[config.mk]
export PLATFORM = sky130hd
export DESIGN_NAME = ddr3_bank_fsm
export DESIGN_NICKNAME = d
export VERILOG_FILES = /design/src/rtl/ddr3_bank_fsm.sv
export SDC_FILE = /design/constraint.sdc
export NUM_CORES = 1
export LEC_CHECK = 0
export ABC_AREA = 1
export CAP_MARGIN = 30
export CORE_MARGIN = 2
export CORE_UTILIZATION = 30
export CTS_BUF_LIST = sky130_fd_sc_hd__clkbuf_4 sky130_fd_sc_hd__clkbuf_8
export DETAILED_ROUTE_END_ITERATION = 16
export SLEW_MARGIN = 0
export SYNTH_ARGS = -nofsm -noshare
export SYNTH_HDL_FRONTEND = slang
export SYNTH_SLANG_ARGS = --single-unit
[constraint.sdc]
create_clock -name clk -period 2.4 [get_ports clk]
set_clock_uncertainty 0.05 [all_clocks]
set_input_delay 0.6 -clock clk [delete_from_list [all_inputs] [get_ports clk]]
set_output_delay 0.6 -clock clk [all_outputs]
set_load 0.03 [all_outputs]
[src/rtl/ddr3_bank_fsm.sv]
// Single-bank DDR3 command sequencer.
// Accepts front-end read/write requests and issues ACTIVATE / READ / WRITE / PRECHARGE
// commands to a downstream command generator over a valid/ready handshake, enforcing
// tRCD, tRP and tRAS spacing. It closes the bank on refresh_req and reports refresh_ack
// once the bank is precharged and idle.
//
// Build option: define DDR3_BANK_OPEN_PAGE_EN for the open-page policy, where the row is
// left open after an access and row hits skip ACTIVATE. When it is undefined, every
// access is closed with ACTIVATE-RW-PRECHARGE.
//
// Ports:
//   clk, rst                        clock, asynchronous active-high reset
//   req_valid/req_ready             front-end request handshake
//   req_write, req_row, req_col     request attributes (1 = write)
//   cmd_valid/cmd_ready             command handshake towards cmd_gen
//   cmd_type, cmd_addr              offered command and its address
//   refresh_req/refresh_ack         refresh pending / bank precharged and idle

package ddr3_bank_fsm_pkg;
  typedef enum logic [2:0] {
    CMD_NOP       = 3'd0,
    CMD_ACTIVATE  = 3'd1,
    CMD_READ      = 3'd2,
    CMD_WRITE     = 3'd3,
    CMD_PRECHARGE = 3'd4
  } ddr3_cmd_t;
endpackage

module ddr3_bank_fsm
  import ddr3_bank_fsm_pkg::*;
#(
  parameter int unsigned T_RCD = 5,
  parameter int unsigned T_RP  = 5,
  parameter int unsigned T_RAS = 15
) (
  input  logic        clk,
  input  logic        rst,
  input  logic        req_valid,
  output logic        req_ready,
  input  logic        req_write,
  input  logic [12:0] req_row,
  input  logic [9:0]  req_col,
  output logic        cmd_valid,
  output ddr3_cmd_t   cmd_type,
  output logic [12:0] cmd_addr,
  input  logic        cmd_ready,
  input  logic        refresh_req,
  output logic        refresh_ack
);

  // Counters are loaded with N-1 on the handshake so the gated command appears
  // exactly N cycles after that handshake cycle.
  localparam logic [3:0] TrcdLoad = 4'(T_RCD - 1);
  localparam logic [3:0] TrpLoad  = 4'(T_RP - 1);
  localparam logic [4:0] RasLoad  = 5'(T_RAS - 1);

  typedef enum logic [2:0] {
    StIdle, StAct, StTrcd, StRw, StActive, StPre, StTrp
  } state_e;

  state_e      state_q, state_d;
  logic        wr_q, wr_d;
  logic [12:0] row_q, row_d;
  logic [9:0]  col_q, col_d;
  logic        pend_q, pend_d;
  logic [12:0] open_row_q, open_row_d;
  logic        open_vld_q, open_vld_d;
  logic [3:0]  trcd_q, trcd_d;
  logic [3:0]  trp_q, trp_d;
  logic [4:0]  ras_q, ras_d;

  logic accept, hs, row_hit;

  assign accept  = req_valid && req_ready;
  assign hs      = cmd_valid && cmd_ready;
  assign row_hit = open_vld_q && (req_row == open_row_q);

  // State register
  always_ff @(posedge clk or posedge rst) begin
    if (rst) begin
      state_q <= StIdle;
    end else begin
      state_q <= state_d;
    end
  end

  // Next-state logic
  always_comb begin
    state_d = state_q;
    unique case (state_q)
      StIdle:   if (accept) state_d = StAct;
      StAct:    if (hs) state_d = StTrcd;
      StTrcd:   if (trcd_q <= 4'd1) state_d = StRw;
      StRw: begin
        if (hs) begin
`ifdef DDR3_BANK_OPEN_PAGE_EN
          // A refresh that arrived mid-access closes the bank straight away.
          state_d = refresh_req ? StPre : StActive;
`else
          state_d = StPre;
`endif
        end
      end
      StActive: begin
        if (refresh_req)  state_d = StPre;
        else if (accept) state_d = row_hit ? StRw : StPre;
      end
      StPre:    if (hs) state_d = StTrp;
      StTrp:    if (trp_q <= 4'd1) state_d = pend_q ? StAct : StIdle;
      default:  state_d = StIdle;
    endcase
  end

  // Outputs; rst gates the handshake outputs so they read 0 while reset is held.
  always_comb begin
    req_ready   = !rst && !refresh_req && (state_q == StIdle || state_q == StActive);
    refresh_ack = !rst && refresh_req && (state_q == StIdle);
    cmd_valid   = 1'b0;
    cmd_type    = CMD_NOP;
    cmd_addr    = 13'd0;
    unique case (state_q)
      StAct: begin
        cmd_valid = 1'b1;
        cmd_type  = CMD_ACTIVATE;
        cmd_addr  = row_q;
      end
      StRw: begin
        cmd_valid = 1'b1;
        cmd_type  = wr_q ? CMD_WRITE : CMD_READ;
        cmd_addr  = {3'b000, col_q};
      end
      StPre: begin
        if (ras_q == 5'd0) begin
          cmd_valid = 1'b1;
          cmd_type  = CMD_PRECHARGE;
        end
      end
      default: ;
    endcase
  end

  // Datapath next-state: request latch, open-row tracking, timing counters
  always_comb begin
    wr_d       = wr_q;
    row_d      = row_q;
    col_d      = col_q;
    pend_d     = pend_q;
    open_row_d = open_row_q;
    open_vld_d = open_vld_q;
    trcd_d     = (trcd_q == 4'd0) ? 4'd0 : trcd_q - 4'd1;
    trp_d      = (trp_q == 4'd0) ? 4'd0 : trp_q - 4'd1;
    ras_d      = (ras_q == 5'd0) ? 5'd0 : ras_q - 5'd1;
    if (accept) begin
      wr_d   = req_write;
      row_d  = req_row;
      col_d  = req_col;
      // Pending means an ACTIVATE is still owed; a row hit goes straight to RW.
      pend_d = (state_q == StIdle) || !row_hit;
    end
    if (state_q == StAct && hs) begin
      open_row_d = row_q;
      open_vld_d = 1'b1;
      pend_d     = 1'b0;
      trcd_d     = TrcdLoad;
      ras_d      = RasLoad;
    end
    if (state_q == StPre && hs) begin
      open_vld_d = 1'b0;
      trp_d      = TrpLoad;
    end
  end

  always_ff @(posedge clk or posedge rst) begin
    if (rst) begin
      wr_q       <= 1'b0;
      row_q      <= 13'd0;
      col_q      <= 10'd0;
      pend_q     <= 1'b0;
      open_row_q <= 13'd0;
      open_vld_q <= 1'b0;
      trcd_q     <= 4'd0;
      trp_q      <= 4'd0;
      ras_q      <= 5'd0;
    end else begin
      wr_q       <= wr_d;
      row_q      <= row_d;
      col_q      <= col_d;
      pend_q     <= pend_d;
      open_row_q <= open_row_d;
      open_vld_q <= open_vld_d;
      trcd_q     <= trcd_d;
      trp_q      <= trp_d;
      ras_q      <= ras_d;
    end
  end

endmodule

==> impl_metrics.py <==
metrics = {
    "floorplan": {
        "fp.dieH_microns": 102,
        "io_pins": 48,
        "floorplan.core_area_sq_mm": 0.00928,
        "die_footprint_sq_mm": 0.0104,
        "start_util": 0.311,
        "die_width_microns": 102,
        "core.rowCount": 35,
    },
    "timing": {
        "finalMaxSlewViolations": 0,
        "post-route-period-util": 0.964,
        "period_minus_slack_ps": 2310,
        "worst_slew_pin_slew_ps": 385,
        "fmax_ghz": 0.432,
        "hold_viol_final": 0,
        "timing.final.setup_violations": 0,
        "slew_headroom": 0.741,
        "tns_ps": 0,
    },
    "cells_and_area": {
        "post-route-util": 0.392,
        "nets": 463,
        "fillCellCount": 1002,
        "antenna_cells": 0,
        "drive_above_1_share": 0.182,
        "area.growth.synth_to_final_pct": 25.8,
    },
    "worst_setup_path": {
        "cp_cell_sequence": "nor2_1 -> inv_1 -> nor2_1 -> buf_4 -> nand2_1 -> o21ai_1 -> buf_4",
        "worstSetupPathType": "flip-flop to primary output",
        "reg2reg_depth": 12,
        "worst_setup_path_start_kind": "flip-flop",
        "worst-endpoint-required_ps": 1750,
        "timing.rr.start": "state_q[0]",
        "r2r_setup_slack_ps": 680,
        "timing.critical_path.arrival_ps": 1660,
        "crit-reg2reg-capture": "state_q[1]",
        "critPathCaptureType": "primary output",
        "critical-path-slowest-cell": "sky130_fd_sc_hd__dfrtp_2",
        "delay_of_the_slowest_cell_on_the_worst_path_ps": 460,
        "crit_path_max_fanout": 12,
    },
    "synthesis": {
        "synth.most_common_cell": "sky130_fd_sc_hd__nand2_1",
        "dominantRegCellSynth": "sky130_fd_sc_hd__dfrtp_1",
        "synth_async_sr_flop_share": 1.00,
        "synthesized_area_sq_mm": 0.00289,
        "post_synthesis_net_count": 409,
        "yosysSeqAreaShare": 0.476,
        "synthesis.yosys.warnings": 0,
        "netlist_instances": 378,
        "number_of_enable_flip_flop_cells_after_synthesis": 0,
        "netlist_top_cells_area": "sky130_fd_sc_hd__dfrtp_1 (48%), sky130_fd_sc_hd__nand2_1 (18%), sky130_fd_sc_hd__inv_1 (8.0%)",
        "synth_seq_cells": 55,
        "synth.cells.most_frequent": "sky130_fd_sc_hd__nand2_1 (137), sky130_fd_sc_hd__inv_1 (62), sky130_fd_sc_hd__dfrtp_1 (55)",
        "netlist.area_leader.share": 0.476,
        "yosys.cell_types.count": 30,
        "synth.largest_area_cell": "sky130_fd_sc_hd__dfrtp_1",
        "avgSynthCellArea_sq_um": 7.65,
    },
    "routing": {
        "detail_route.iter0.violations": 113,
        "dr_total_vias": 2408,
        "post_detailed_routing_wire_length_mm": 6.51,
        "routed_via_density": 4.28,
        "detail-route-antenna-nets": 0,
        "wire_per_inst_microns": 11.6,
        "detail_route.drc_violations": 0,
        "firstDrtPassIters": 4,
    },
    "global_route": {
        "globalRouteTotalUtil": 0.137,
        "gr-total-overflow": 0,
        "number_of_antenna_violations_at_the_first_check_in_global_routing": 0,
        "grt_first_pass_wirelength_mm": 11.1,
        "grt_pass1_vias": 2391,
        "grt_start_max_net_pins": 56,
    },
    "clocking": {
        "cts-root-to-sink-buffers": 2,
        "clk_pin_slew_ps": 100,
        "clock_tree.root_cell": "sky130_fd_sc_hd__clkbuf_8",
        "clock_latency_at_the_later_pin_of_the_worst_skew_pair_ps": 310,
        "cts.htree.levels": 2,
        "cts_tree": "done",
        "clock-sinks": 55,
        "ctsHoldBuffers": 0,
        "tritoncts.num_buffers": 5,
    },
    "power": {
        "power.total_mw": 4.26,
        "total_switching_power_mw": 1.86,
        "seqPwrFrac": 0.363,
        "power.combinational.fraction": 0.503,
        "p_int_mw": 2.40,
        "power_per_unit_of_standard_cell_area_mw_per_mm2": 1170,
        "power.ir.vdd_worst_mv": 0.377,
        "p_leak_nw": 1.93,
        "fraction_of_power_consumed_by_the_clock_network": 0.134,
        "power.share.switching": 0.436,
    },
    "job": {
        "drv.max_cap_violation_count": 0,
    },
    "run_status": {
        "outcome": "complete, no violations",
    },
    "placed_design": {
        "number_of_port_buffers": 47,
        "gp_congestion": 0.808,
        "hpwlAfterDp_mm": 4.72,
    },
    "worst_hold_path": {
        "worst_hold_endpoint": "trcd_q[0]",
        "hold_depth": 1,
        "hp-class": "flip-flop to flip-flop",
        "hold_path.startpoint": "trcd_q[0]",
    },
}
[cells in the final DEF (no fill, tap or decap), drive strengths merged]
cell type      instances
a21oi                  5
clkinvlp               1
nor2                  29
o21ai                 42
nand2                144
o21a                   1
nand3b                 2
nand4                  3
buf                   29
o211ai                 1
nor3                   6
clkinv                 1
dlygate4sd2            1
nand3                  6
ha                     2
o31ai                  1
xor2                   1
or2                    2
clkdlybuf4s50         28
inv                   65
dfrtp                 55
clkbuf                 8
[cells by family (layout without fill, tap and decap cells)]
kind of cell | Yosys count | after routing | synth area share
AO/OA/AOI/OAI | 50 | 50 | 0.110
flip-flops | 55 | 55 | 0.476
adder cells (fa/ha/maj) | 2 | 2 | 0.00865
AND/OR/NAND/NOR | 192 | 192 | 0.286
XOR/XNOR | 1 | 1 | 0.00303
buffers and inverters | 78 | 133 | 0.116
[cell type report]
| cell class | instances | area [sq um] | share of cell area |
|---|---|---|---|
| clock buffers | 8 | 104 | 0.0285 |
| inverters | 67 | 260 | 0.0715 |
| multi-input cells | 245 | 1200 | 0.331 |
| flip-flops and latches | 55 | 1380 | 0.379 |
| well taps | 129 | 161 | 0.0444 |
| repair buffers | 58 | 532 | 0.146 |
[critical path, delay by kind of cell (launching register included)]
| family | cells | cell delay [ps] |
|---|---|---|
| buffers and inverters | 3 | 500 |
| flip-flops | 1 | 460 |
| AND/OR/NAND/NOR | 3 | 310 |
| AO/OA/AOI/OAI | 1 | 90 |
[state kept, by name (all words and copies together) (netlist names)]
signal      count
col_q          10
open_row_q     13
open_vld_q      1
trp_q           4
pend_q          1
wr_q            1
state_q         3
ras_q           5
trcd_q          4
row_q          13
[power by group through the flow]
stage	clock (mW)	combinational, mW	sequential (mW)
final	0.571	2.14	1.55
after global routing	0.634	2.41	1.59
after CTS	0.597	2.10	1.54
after detailed placement	0	2.01	1.56
after global placement	0	2.00	1.56
after floorplan	0	1.51	1.49
[how the worst max path moves through the flow]
| stage | from | endpoint | slack (ps) |
|---|---|---|---|
| detailed placement | state_q[0] | cmd_addr[3] | 170 |
| global route | state_q[0] | cmd_addr[10] | -20 |
| CTS | state_q[1] | cmd_addr[2] | 10 |
| floorplan | state_q[1] | cmd_addr[4] | 50 |
| global placement | state_q[0] | cmd_type[0] | 190 |
| finish | state_q[2] | cmd_addr[2] | 90 |
[routing by layer]
metal	wire length, microns	vias up	track usage
met3	235	8	0.0219
met2	3240	45	0.242
met5	0	-	0
met4	93	0	0.0472
li1	-	1247	-
met1	2940	1108	0.171
[repair_timing]
item / 4_1_cts / 5_1_grt
buffers inserted: 2 / 2
pin swaps: 0 / 1
gates resized for setup: 5 / 13
endpoints found under the setup margin: 14 / 13
[per-stage QoR]
stage                     instances  area [sq um]  hold slack [ps]  worst slack, ps
after floorplan                 378          2890              372             47.7
after global placement          550          3460              391              186
after detailed placement        550          3460              389              171
after CTS                       560          3600              411             9.65
after global routing            562          3640              433            -23.3
final                           562          3640              417             86.5
No activity file was read; power rests on OpenSTA's default activity.
